==> src/rtl/click_sequencer.sv <==
// Button-action sequencer: moves the cursor and issues reveal/flag
// commands to the board over a valid/ready handshake.
module click_sequencer #(
  parameter int ROWS  = 8,
  parameter int COLS  = 8,
  parameter int ROW_W = 3,
  parameter int COL_W = 3,
  parameter bit WRAP  = 1'b1
) (
  input  logic             clk,
  input  logic             clear_n,
  input  logic [2:0]       action,
  input  logic             game_over,
  input  logic             cmd_ready,
  output logic             ack,
  output logic             cmd_valid,
  output logic             cmd_op,
  output logic [ROW_W-1:0] cmd_row,
  output logic [COL_W-1:0] cmd_col,
  output logic [ROW_W-1:0] cursor_row,
  output logic [COL_W-1:0] cursor_col,
  output logic             busy
);

  localparam logic [2:0] S_IDLE = 3'd0;
  localparam logic [2:0] S_EXEC = 3'd1;
  localparam logic [2:0] S_CMD  = 3'd2;
  localparam logic [2:0] S_ACK  = 3'd3;
  localparam logic [2:0] S_REL  = 3'd4;

  localparam logic [ROW_W-1:0] ROW_MAX = ROW_W'(ROWS - 1);
  localparam logic [COL_W-1:0] COL_MAX = COL_W'(COLS - 1);

  logic [2:0]       state;
  logic [2:0]       state_n;
  logic [2:0]       act_q;
  logic [ROW_W-1:0] row_n;
  logic [COL_W-1:0] col_n;
  logic             is_click;

  assign is_click = (act_q == 3'b001) || (act_q == 3'b010);

  always_comb begin
    state_n = state;
    unique case (state)
      S_IDLE: if (action != 3'b000) state_n = S_EXEC;
      S_EXEC: state_n = (is_click && !game_over) ? S_CMD : S_ACK;
      S_CMD:  if (cmd_ready) state_n = S_ACK;
      S_ACK:  state_n = S_REL;
      S_REL:  if (action == 3'b000) state_n = S_IDLE;
      default: state_n = S_IDLE;
    endcase
  end

  // Edge compare against ROWS-1/COLS-1 keeps non-power-of-two boards correct
  always_comb begin
    row_n = cursor_row;
    col_n = cursor_col;
    if (state == S_EXEC) begin
      unique case (act_q)
        3'b100:
          row_n = (cursor_row == '0)
                ? (WRAP ? ROW_MAX : cursor_row)
                : cursor_row - 1'b1;
        3'b110:
          row_n = (cursor_row == ROW_MAX)
                ? (WRAP ? '0 : cursor_row)
                : cursor_row + 1'b1;
        3'b111:
          col_n = (cursor_col == '0)
                ? (WRAP ? COL_MAX : cursor_col)
                : cursor_col - 1'b1;
        3'b101:
          col_n = (cursor_col == COL_MAX)
                ? (WRAP ? '0 : cursor_col)
                : cursor_col + 1'b1;
        default: ;
      endcase
    end
  end

  always_ff @(posedge clk or negedge clear_n) begin
    if (!clear_n) begin
      state      <= S_IDLE;
      act_q      <= 3'b000;
      ack        <= 1'b0;
      busy       <= 1'b0;
      cmd_valid  <= 1'b0;
      cmd_op     <= 1'b0;
      cmd_row    <= '0;
      cmd_col    <= '0;
      cursor_row <= '0;
      cursor_col <= '0;
    end else begin
      state      <= state_n;
      busy       <= (state_n != S_IDLE);
      ack        <= (state_n == S_ACK);
      cursor_row <= row_n;
      cursor_col <= col_n;
      if (state == S_IDLE && action != 3'b000)
        act_q <= action;
      if (state == S_EXEC && state_n == S_CMD) begin
        cmd_valid <= 1'b1;
        cmd_op    <= (act_q == 3'b010);
        cmd_row   <= cursor_row;
        cmd_col   <= cursor_col;
      end else if (state == S_CMD && cmd_ready) begin
        cmd_valid <= 1'b0;
      end
    end
  end

endmodule
==> config.mk <==
export PLATFORM = sky130hd
export DESIGN_NAME = click_sequencer
export DESIGN_NICKNAME = d
export VERILOG_FILES = /design/src/rtl/click_sequencer.sv
export SDC_FILE = /design/constraint.sdc
export NUM_CORES = 1
export LEC_CHECK = 0
export BUFFER_PORTS_ARGS = -buffer_cell sky130_fd_sc_hd__buf_4
export CORE_MARGIN = 10
export CORE_UTILIZATION = 53
export CTS_CLUSTER_DIAMETER = 120
export DETAILED_ROUTE_END_ITERATION = 12
export HOLD_SLACK_MARGIN = 0.15
export PLACE_DENSITY = 0.77
export SLEW_MARGIN = 20
export SYNTH_ARGS = -nofsm -noshare
export SYNTH_HDL_FRONTEND = slang
export SYNTH_SLANG_ARGS = --single-unit
==> constraint.sdc <==
create_clock -name clk -period 1.77 [get_ports clk]
set_clock_uncertainty 0.1 [all_clocks]
set_input_delay 0.354 -clock clk [delete_from_list [all_inputs] [get_ports clk]]
set_output_delay 0.354 -clock clk [all_outputs]
set_load 0.03 [all_outputs]
==> reports/results.tsv <==
metric	value	unit
global route overflow	0	
Clock transition at path regs	0.13	ns
Arrival @ worst endpoint	1.67	ns
status	finished, final reports clean	
cell-internal power	1710	uW
Psw	1290	uW
met3 Use GR	0.0264	
global-route wire length before repair	3.77	mm
antenna diode count	0	
Startpoint Class	flip-flop	
fin. max-slew vios	0	
Comb power frac	0.545	
Yosys top cell area share	0.457	
r2r endpoint	act_q[2]	
Clock Tree Root	clkbuf_4	
CP cell instances	or4_4 -> mux2_4	
Yosys cell types	35	
min Tclk post-route	1.56	ns
CP peak stage delay	0.55	ns
worst vdd ir	0.00109	V
CTS tree	yes	
largest net degree at the start of global routing	23	
critical path endpoint category	flip-flop	
Hold WC Path Type	in2reg	
PD cells	2070	nW/um^2
DRT iter0 DRCs	23	
#FFs+latches synth	22	
Setup Crit Path Kind	reg2reg	
CP Max Fanout	9	
ys async rst share	1.00	
sequential area share after synthesis	0.457	
Die Ht	67.7	um
GRT met1 Usage	0.116	
Setup crit start	state[1]	
initial antenna violation count	0	
Main synth FF type	dfrtp_1	
Hold Path Depth	2	
GRT Overall Usage	0.107	
final setup fails	0	
Initial Utilization	0.549	
yosys warns	0	
Vias	843	
Synth Instances	99	
Chip Width	67.7	um
top cells by area, synth	dfrtp_1, ha_1, mux2_1	
IO buf count	22	
number of flops mapped to enable cells by yosys	0	
vias in the first global route	874	
hold endpoint	act_q[1]	
TritonCTS Sinks	22	
min-delay src	action[1]	
f_max	639	MHz
FF-to-FF Start	state[1]	
Final Cycle Share	0.884	
Sum Neg Setup Slack	0	ns
PostCTS Resize Cnt	0	
clock latency on the worst-skew pair	0.31	ns
Rel. slew slack	0.768	
Final nets	142	
Most Used Layer, Global Route	met2	
die outline area	4580	sq um
total CTS buffers	3	
Post-CTS Setup Inserts	0	
clock share of power	0.129	
sw frac	0.430	
Crit-path slowest cell	or4_4	
Worst Reg2Reg Path Length in Cells	2	
internal reg-to-reg setup slack	0.21	ns
synthesized area	1200	sq um
kind of cell adding the most delay to the critical path	simple AND/OR/NAND/NOR gates	
HPWL after DPL	1.79	mm
Rows	17	
WP data required	1.88	ns
via/cell ratio	5.47	
cell taking the most area after synthesis	dfrtp_1	
Pleak	0.000734	uW
Syn Area/Cell	12.2	sq um
H-tree Lvls	1	
Mapped Nets	114	
clk buf depth	2	
wire per inst	15.0	um
Reg power frac	0.326	
Final Core Density	0.665	
Fill cells	165	
RSZ-0062 raised after global routing	false	
Placer Congestion	0.861	
Ports	23	
Worst-Margin Slew	0.343	ns
Final Power	3010	uW
Core Area	2190	sq um
First-pass DRT Iterations	4	
Crit path buffers/inverters	0	
DRT antenna net count	0	
Synth-to-Final Area Change	21.0	%
Fin. Hold Viols	0	
Post-route DRC	0	
global-route track usage on met2	0.189	
share of layout cells above drive strength 1	0.294	
Max Cap Viol	0	
Total Wirelength	2.31	mm
metrics by stage:
step	worst slack, ns	std cells	hold slack, ns	area, sq um
6_report	0.206	154	0.175	1460
5_1_grt	0.160	154	0.163	1460
4_1_cts	0.213	154	0.162	1460
3_5_place_dp	0.233	149	0.155	1390
3_3_place_gp	0.257	149	0.155	1390
2_1_floorplan	0.196	99	-0.0416	1200
power by group through the flow:
stage               Clock [uW]  Combinational (uW)  Sequential (uW)
floorplan                    0                 920             1240
global placement             0                1610              979
detailed placement           0                1650              993
CTS                        400                1650              985
global route               420                1780             1020
finish                     389                1640              980
cell usage after synthesis (2+ instances only):
| master | number |
|---|---|
| dfrtp_1 | 22 |
| ha_1 | 8 |
| inv_1 | 8 |
| mux2_1 | 7 |
| mux2i_1 | 7 |
| nand2_1 | 6 |
| nor2_1 | 6 |
| xnor2_1 | 4 |
| mux2_4 | 3 |
| a31oi_1 | 2 |
| nand3b_1 | 2 |
registers in the layout (all words and copies together), names as in the netlist:
name / flops
ack: 1
act_q: 3
busy: 1
cmd_col: 3
cmd_op: 1
cmd_row: 3
cmd_valid: 1
cursor_col: 3
cursor_row: 3
state: 3
logic make-up after synthesis:
group                      after synthesis  share of synthesized area
and+or+nand+nor                         23                      0.126
buffers and inverters                   12                     0.0582
AOI/OAI and AO/OA                       13                     0.0852
muxes                                   17                      0.161
DFF                                     22                      0.457
xor gates and xnor gates                 4                     0.0291
adders and majority gates                8                     0.0832
worst max path at each step:
stage	to	slack (ns)	depth (start not counted)
2_1_floorplan	act_q[0]	0.20	3
3_3_place_gp	act_q[1]	0.26	2
3_5_place_dp	act_q[2]	0.23	2
4_1_cts	act_q[2]	0.21	2
5_1_grt	act_q[2]	0.16	2
6_report	act_q[2]	0.21	2
layout make-up:
class / instances / area (sq um) / area share
timing repair buffer: 27 / 205 / 0.141
clock buffer: 3 / 22.5 / 0.0155
sequential: 22 / 551 / 0.378
multi-input combinational: 65 / 583 / 0.400
tap: 28 / 35.0 / 0.0241
inverter: 8 / 30.0 / 0.0206
clock inverter: 1 / 30.0 / 0.0206
metal layers:
| metal | vias to the layer above | routed length (um) |
|---|---|---|
| met1 | 420 | 1020 |
| met5 | - | 0 |
| met4 | 0 | 32 |
| met2 | 16 | 1130 |
| met3 | 4 | 137 |
| li1 | 403 | - |
placed cells by master, fill, tap and decap left out, types with 2 or more instances in the layout:
cell      synthesis  layout
mux2i_1           7       7
ha_1              8       8
nor2_1            6       6
nand2_1           6       6
nand3b_1          2       2
inv_1             8       8
xnor2_1           4       4
mux2_4            3       3
a31oi_1           2       2
clkbuf_4          0       3
mux2_1            7       7
buf_4             0      26
dfrtp_1          22      22
timing repair:
| action | CTS | global route |
|---|---|---|
| hold buffers | 1 | 0 |
| hold endpoints to repair | 22 | 0 |
| setup endpoints to repair | 0 | 0 |
(Power assumes the default switching activity.)
